## config.mk

```make
export PLATFORM = sky130hd
export DESIGN_NAME = alu_issue_flat
export DESIGN_NICKNAME = d
export VERILOG_FILES = /design/src/rtl/alu_issue_if.sv /design/src/rtl/alu_issue.sv /design/src/flat_wrapper.sv
export SDC_FILE = /design/constraint.sdc
export NUM_CORES = 1
export LEC_CHECK = 0
export BUFFER_PORTS_ARGS = -buffer_cell sky130_fd_sc_hd__buf_2
export CORE_ASPECT_RATIO = 1.75
export CORE_MARGIN = 5
export CORE_UTILIZATION = 50
export CTS_BUF_LIST = sky130_fd_sc_hd__clkbuf_4
export CTS_CLUSTER_DIAMETER = 30
export DETAILED_ROUTE_END_ITERATION = 7
export PLACE_DENSITY = 0.82
export SYNTH_ARGS = -nofsm -noshare
export SYNTH_HDL_FRONTEND = slang
export SYNTH_SLANG_ARGS = --single-unit
```

## constraint.sdc

```tcl
create_clock -name clk -period 1.9 [get_ports clk]
set_input_delay 0.095 -clock clk [delete_from_list [all_inputs] [get_ports clk]]
set_output_delay 0.095 -clock clk [all_outputs]
set_load 0.005 [all_outputs]
```

## src/rtl/alu_issue_if.sv

```systemverilog
// Request/response handshake bundle between the execute controller and alu_issue.
// master = control path (issues requests, consumes results), slave = alu_issue.
interface alu_issue_if #(
    parameter int WORD_SIZE = 16,
    parameter int TAG_WIDTH = 4
);
    logic                 req_valid;
    logic                 req_ready;
    logic [2:0]           req_op;
    logic [WORD_SIZE-1:0] req_a;
    logic [WORD_SIZE-1:0] req_b;
    logic [TAG_WIDTH-1:0] req_tag;

    logic                 rsp_valid;
    logic                 rsp_ready;
    logic [WORD_SIZE-1:0] rsp_result;
    logic [TAG_WIDTH-1:0] rsp_tag;
    logic                 rsp_zero;

    modport master (
        output req_valid, req_op, req_a, req_b, req_tag, rsp_ready,
        input  req_ready, rsp_valid, rsp_result, rsp_tag, rsp_zero
    );

    modport slave (
        input  req_valid, req_op, req_a, req_b, req_tag, rsp_ready,
        output req_ready, rsp_valid, rsp_result, rsp_tag, rsp_zero
    );
endinterface

```

## src/rtl/alu_issue.sv

```systemverilog
// ALU operand initiator: issues one request to the alu, waits ALU_LATENCY edges,
// captures alu_out and returns it with the request tag. One operation in flight.
module alu_issue #(
    parameter int WORD_SIZE   = 16,
    parameter int TAG_WIDTH   = 4,
    parameter int ALU_LATENCY = 1
) (
    input  logic                 clk,
    input  logic                 rst_n,
    alu_issue_if.slave           bus,
    output logic [2:0]           alu_op,
    output logic [WORD_SIZE-1:0] alu_in1,
    output logic [WORD_SIZE-1:0] alu_in2,
    input  logic [WORD_SIZE-1:0] alu_out,
    output logic [15:0]          op_count
);
    typedef enum logic [1:0] {S_IDLE, S_WAIT, S_DONE} state_t;

    state_t               state, state_d;
    logic [3:0]           cnt;
    logic [TAG_WIDTH-1:0] tag_q;
    logic [15:0]          ops_q;
    logic                 accept, rsp_fire;

    assign bus.req_ready = (state == S_IDLE);
    assign bus.rsp_zero  = (bus.rsp_result == '0);
    assign accept        = bus.req_ready && bus.req_valid;
    assign rsp_fire      = bus.rsp_valid && bus.rsp_ready;
    assign op_count      = ops_q;

    always_comb begin
        state_d = state;
        unique case (state)
            S_IDLE:  if (bus.req_valid) state_d = S_WAIT;
            S_WAIT:  if (cnt == 4'd0)   state_d = S_DONE;
            S_DONE:  if (rsp_fire)      state_d = S_IDLE;
            default: state_d = S_IDLE;
        endcase
    end

    always_ff @(posedge clk or negedge rst_n) begin
        if (!rst_n) begin
            state         <= S_IDLE;
            bus.rsp_valid <= 1'b0;
        end else begin
            state         <= state_d;
            bus.rsp_valid <= (state_d == S_DONE);
        end
    end

    // alu_* change only on acceptance, so they stay valid for the whole wait and stall.
    always_ff @(posedge clk or negedge rst_n) begin
        if (!rst_n) begin
            alu_op         <= '0;
            alu_in1        <= '0;
            alu_in2        <= '0;
            tag_q          <= '0;
            cnt            <= '0;
            bus.rsp_result <= '0;
            bus.rsp_tag    <= '0;
            ops_q          <= '0;
        end else begin
            if (accept) begin
                alu_op  <= bus.req_op;
                alu_in1 <= bus.req_a;
                alu_in2 <= bus.req_b;
                tag_q   <= bus.req_tag;
                cnt     <= 4'(ALU_LATENCY);
            end
            if (state == S_WAIT) begin
                if (cnt != 4'd0) begin
                    cnt <= cnt - 4'd1;
                end else begin
                    bus.rsp_result <= alu_out;
                    bus.rsp_tag    <= tag_q;
                end
            end
            if (state == S_DONE && rsp_fire && ops_q != 16'hFFFF)
                ops_q <= ops_q + 16'd1;
        end
    end
endmodule
```

## src/flat_wrapper.sv

```systemverilog
// flat-port wrapper written by rule: the top's interface ports become plain ports
module alu_issue_flat 
#(
    parameter int WORD_SIZE   = 16,
    parameter int TAG_WIDTH   = 4,
    parameter int ALU_LATENCY = 1
)
  (clk, rst_n, alu_op, alu_in1, alu_in2, alu_out, op_count, bus_req_valid, bus_req_op, bus_req_a, bus_req_b, bus_req_tag, bus_rsp_ready, bus_req_ready, bus_rsp_valid, bus_rsp_result, bus_rsp_tag, bus_rsp_zero);
  alu_issue_if #(.WORD_SIZE(WORD_SIZE), .TAG_WIDTH(TAG_WIDTH)) bus_i ();
  input  logic clk;
  input  logic rst_n;
  output logic [2:0] alu_op;
  output logic [WORD_SIZE-1:0] alu_in1;
  output logic [WORD_SIZE-1:0] alu_in2;
  input  logic [WORD_SIZE-1:0] alu_out;
  output logic [15:0] op_count;
  input wire logic [$bits(bus_i.req_valid)-1:0] bus_req_valid;
  input wire logic [$bits(bus_i.req_op)-1:0] bus_req_op;
  input wire logic [$bits(bus_i.req_a)-1:0] bus_req_a;
  input wire logic [$bits(bus_i.req_b)-1:0] bus_req_b;
  input wire logic [$bits(bus_i.req_tag)-1:0] bus_req_tag;
  input wire logic [$bits(bus_i.rsp_ready)-1:0] bus_rsp_ready;
  output wire logic [$bits(bus_i.req_ready)-1:0] bus_req_ready;
  output wire logic [$bits(bus_i.rsp_valid)-1:0] bus_rsp_valid;
  output wire logic [$bits(bus_i.rsp_result)-1:0] bus_rsp_result;
  output wire logic [$bits(bus_i.rsp_tag)-1:0] bus_rsp_tag;
  output wire logic [$bits(bus_i.rsp_zero)-1:0] bus_rsp_zero;
  assign bus_i.req_valid = bus_req_valid;
  assign bus_i.req_op = bus_req_op;
  assign bus_i.req_a = bus_req_a;
  assign bus_i.req_b = bus_req_b;
  assign bus_i.req_tag = bus_req_tag;
  assign bus_i.rsp_ready = bus_rsp_ready;
  assign bus_req_ready = bus_i.req_ready;
  assign bus_rsp_valid = bus_i.rsp_valid;
  assign bus_rsp_result = bus_i.rsp_result;
  assign bus_rsp_tag = bus_i.rsp_tag;
  assign bus_rsp_zero = bus_i.rsp_zero;
  alu_issue #(.WORD_SIZE(WORD_SIZE), .TAG_WIDTH(TAG_WIDTH), .ALU_LATENCY(ALU_LATENCY)) u_core (.clk(clk), .rst_n(rst_n), .bus(bus_i), .alu_op(alu_op), .alu_in1(alu_in1), .alu_in2(alu_in2), .alu_out(alu_out), .op_count(op_count));
endmodule
```

Word level (Yosys, flattened, before mapping)
Index checks and enable logic that the tools add are counted.
Storage, ports and cells
  register bits: 82
  input bits: 59
  output and inout port bits: 74
  word-level logic and storage cells: 33
Cells by class
  add/subtract/negate cells: 2
  equal/unequal tests: 4
  muxes and demuxes: 7
  bitwise operators: 1
  reduce and logical (&&, ||, !) cells: 9
Operator list (number)
  $add 16x1->16 const B: 1
  $logic_not 16->1: 1
  $ne 16x16->1 const B: 1
  $mux 4: 3
  $mux 2: 3
  $pmux 2 s3: 1
  $eq 2x2->1 const B: 2
  $logic_and 1x1->1: 4
  $logic_not 4->1: 1
  $reduce_bool 4->1: 1
  $sub 4x1->4 const B: 1
  $eq 2x1->1 const B: 1
  $logic_not 2->1: 1
  $reduce_and 2->1: 1
  $not 1->1: 1

Longest topological paths before layout
  depth in word-level cells: 5
  mapped depth: 6
  depth with buffers taken out: 6

Least setup slack after synthesis
OpenSTA, ideal clock, no wires.
  path kind: reg-to-reg
  from: register u_core.ops_q[0], in the netlist u_core.op_count[0]
  to: register u_core.ops_q[8], in the netlist u_core.op_count[8]
  library setup time: 0.138 ns
  arrival time: 1.645 ns
  required time: 1.762 ns
  path slack: 0.117 ns
  cell stages (with the launch flop): 7
  buffers on the path: 1
  period minus slack after synthesis: 1.783 ns
  cell sequence: dfrtp_1 > ha_1 > nand4_1 > nor4_4 > buf_2 > nor4_1 > xor2_1
Between the ends
  word-level cells in the longest chain between the ends: 2
  elaborated cells between the ends (all ways): 3
  classes of those cells: add/sub (1); eq/ne (1); reduce/logical (1)
Ends and longest elaborated chain
  start: declaration: RTL line alu_issue.sv:22  | logic [15:0] ops_q;
  start signal: assignment: RTL line alu_issue.sv:79  | ops_q <= ops_q + 16'd1;
  branches (longest 2 deep; another with $add 16x1->16)
Parallel ways; which one is timed is not known.
A chain may end at the register's enable or synchronous reset.

Worst setup path after layout
  from: register u_core.cnt[0]
  to: register u_core.bus.rsp_result[14]
Between the ends
  word-level cells in the longest chain between the ends: 3
Ends and longest elaborated chain
  start: declaration: RTL line alu_issue.sv:20  | logic [3:0] cnt;
  start signal: assignment: RTL line alu_issue.sv:68  | cnt <= 4'(ALU_LATENCY);
  start signal: assignment: RTL line alu_issue.sv:72  | cnt <= cnt - 4'd1;
  $reduce_bool 4->1: RTL line alu_issue.sv:71  | if (cnt != 4'd0) begin
  $not 1->1 (no source line)
  $reduce_and 2->1 (no source line)
  end signal: assignment: RTL line alu_issue.sv:74  | bus.rsp_result <= alu_out;
  end: declaration: RTL line alu_issue_if.sv:27  | output req_ready, rsp_valid, rsp_result, rsp_tag, rsp_zero
Every way passes these cells.

==> flow_metrics.tcl <==
set metrics [dict create \
    core-area_um2 6540 \
    worst_slack_ps 165 \
    r2r_setup_slack_ps 170 \
    fin_skew_ps 7.84 \
    min-delay-path-class "in -> reg" \
    die_w_um 71.8 \
    drv_slew 0 \
    arrival_ps 2060 \
    clk_path_buf_depth 2 \
    rsz0062_at_grt "yes" \
    slew_headroom_pct 54.8 \
    min_period_ps 1730 \
    final_area_um2 4840 \
    timing.critical_path.from_type "register" \
    clk_pin_slew_ps 110 \
    worstReg2RegEnd "u_core.bus.rsp_result[14]" \
    routabilityCongestion 0.761 \
    dieArea_um2 8490 \
    crit_type "reg -> reg" \
    worstMarginPinSlew_ps 677 \
    post-place-ws_ps 122 \
    fin_hold_ws_ps 69.5 \
    dr.pass1.iters 5 \
    portBuffers 132 \
    synth_edf_count 0 \
    cts_tree "yes" \
    ir_worst_vdd_v 0.00103 \
    synth.area.top_cells "dfrtp_1 61%, mux2_2 20%, xor2_1 4.2%" \
    synth.distinct_cells 31 \
    die_h_um 118 \
    post-route-period-util_pct 91.3 \
    ctsResizeCount 0 \
    diodes 0 \
    yosysSeqAreaShare_pct 61.3 \
    clock-root-buffer "clkbuf_4" \
    power_w 0.00616 \
    hpwl_um 5530 \
    yosysMostFrequentCell "dfrtp_1" \
    postCtsSetupRepairBufs 0 \
    outcome "finished, final reports clean" \
    wl_um 8230 \
    cts_buffers 9 \
    setup_viol 0 \
    leakagePower_nw 2.42 \
    synth_area_um2 3350 \
    vias 2620 \
    final_layout_size_suffix_gt1_share_pct 50.8 \
    synth_top_cell_by_area "dfrtp_1" \
    initial_utilization_pct 51.2 \
    placed_cell_area_um2 4160 \
    grt_max_degree 43 \
    yosys_warnings 0 \
    yosys-top-cells-count "82 x dfrtp_1, 60 x mux2_2, 16 x xor2_1" \
    detail-route-antenna-nets 0 \
    powerDensity_nw_per_um2 1270 \
    synthArstFlopShare_pct 100 \
    clock.fmax_mhz 576 \
    worstHoldEndpoint "u_core.cnt[2]" \
    vias_per_cell 5.05 \
    antenna_found_initial 0 \
    htree_levels 3 \
    grt_pass1_vias 2918 \
    clock_sinks 82 \
    clock_latency_ps 440 \
    rr_startpoint "u_core.cnt[0]" \
    drcViolationCount 0 \
    synthCells 233 \
    crit_path_end_kind "register" \
    nets 493 \
    reg2regPathDepth 6 \
    avgSynthCellArea_um2 14.4 \
    track_usage_pct 20.8 \
    synth_top_area_share_pct 61.3 \
    synth_top_flop_cell "dfrtp_1" \
    grt-ovfl-total 0 \
    critPathRequiredTime_ps 2230 \
    fin_setup_tns_ps 0 \
    drt_iter0_markers 127 \
    wl_per_cell_um 15.9 \
    syn2layout_area_growth_pct 44.5 \
    whs_path_depth 4 \
    max-cap-violations 0 \
    grt_pass1_wl_um 13900 \
    rows 39 \
    critPathMaxFanout 16 \
    io_pins 133 \
    synth_seq_cells 82 \
    hp-start "bus_req_valid" \
    hold_viol 0 \
    syn_nets 294 \
]
metrics by stage:
step / utilization [%] / cells
6_report: 74.0 / 519
3_3_place_gp: 63.6 / 446
5_1_grt: 74.0 / 519
4_1_cts: 74.0 / 519
3_5_place_dp: 63.6 / 446
2_1_floorplan: - / 233
placed cells by master, fill, tap and decap left out, drive strengths merged, types with 2 or more instances in the layout:
| cell type | instances |
|---|---|
| buf | 140 |
| dfrtp | 82 |
| mux2 | 60 |
| dlygate4sd3 | 57 |
| xor2 | 16 |
| clkbuf | 12 |
| nand2 | 10 |
| nor3 | 10 |
| nor4 | 8 |
| nor3b | 5 |
| nand4 | 4 |
| nand3 | 4 |
| clkinv | 4 |
| nor2 | 3 |
| and4 | 3 |
| inv | 2 |
| nand3b | 2 |
| o21ai | 2 |
| or3 | 2 |
| ha | 2 |
| and2 | 2 |
critical path: stages (launching register included):
cell and delay (ps):
dfrtp_1 420, inv_1 70, ha_1 180, nor3b_1 260, nand3b_1 170, buf_4 240, mux2_2 290
sequential cells by signal (all words and copies together) (netlist names):
signal	flops
u_core.alu_in1	16
u_core.alu_in2	16
u_core.alu_op	3
u_core.bus.rsp_result	16
u_core.bus.rsp_tag	4
u_core.bus.rsp_valid	1
u_core.cnt	4
u_core.op_count	16
u_core.state	2
u_core.tag_q	4
layer usage:
layer  wire (um)  vias to the layer above  share of wire, %  global-route usage [%]
met5           0                        -                 0                       0
met4         177                        0               2.2                    8.24
met3         753                       13               9.1                    7.65
met2        4160                      107                51                    33.9
met1        3130                     1270                38                    24.5
li1            -                     1230                 -                       -
final cells by class:
cell class	instances	area, um2
Clock buffer	12	90.1
Clock inverter	4	18.8
Fill cell	449	1700
Inverter	2	7.51
Multi-Input combinational cell	140	1250
Sequential cell	82	2050
Tap cell	82	103
Timing Repair Buffer	197	1320
worst max-delay path by stage:
stage                     cells past startpoint                from  slack [ps]                         to
after detailed placement                      6  u_core.op_count[0]         120        u_core.op_count[11]
after global placement                        6  u_core.op_count[0]         220        u_core.op_count[11]
after CTS                                     6  u_core.op_count[0]         110        u_core.op_count[10]
after global routing                          6       u_core.cnt[0]         -20              u_core.cnt[0]
after floorplan                               6  u_core.op_count[0]         120         u_core.op_count[8]
final                                         6       u_core.cnt[0]         170  u_core.bus.rsp_result[14]
report_power, final:
group	leakage, nW	total (W)	internal (W)	switching (W)
registers	1.00	0.00296	0.00248	0.000477
logic	1.35	0.00235	0.00141	0.000933
clock network	0.0685	0.000857	0.000303	0.000553
total	2.42	0.00616	0.00420	0.00196
kinds of logic (layout without fill, tap and decap cells):
group	count (synthesis)	after routing	share of synthesized area (%)
AO/OA/AOI/OAI	6	6	1.16
adder cells (fa/ha/maj)	2	2	0.748
buffers and inverters	11	215	1.50
flip-flops	82	82	61.3
AND/OR/NAND/NOR	56	56	10.9
multiplexers	60	60	20.2
XOR/XNOR	16	16	4.19
timing repair:
| item | in CTS | in global routing |
|---|---|---|
| hold endpoints to repair | 139 | 0 |
| hold buffers | 57 | 0 |
| setup endpoints to repair | 0 | 14 |
No activity file was read; power rests on OpenSTA's default activity.
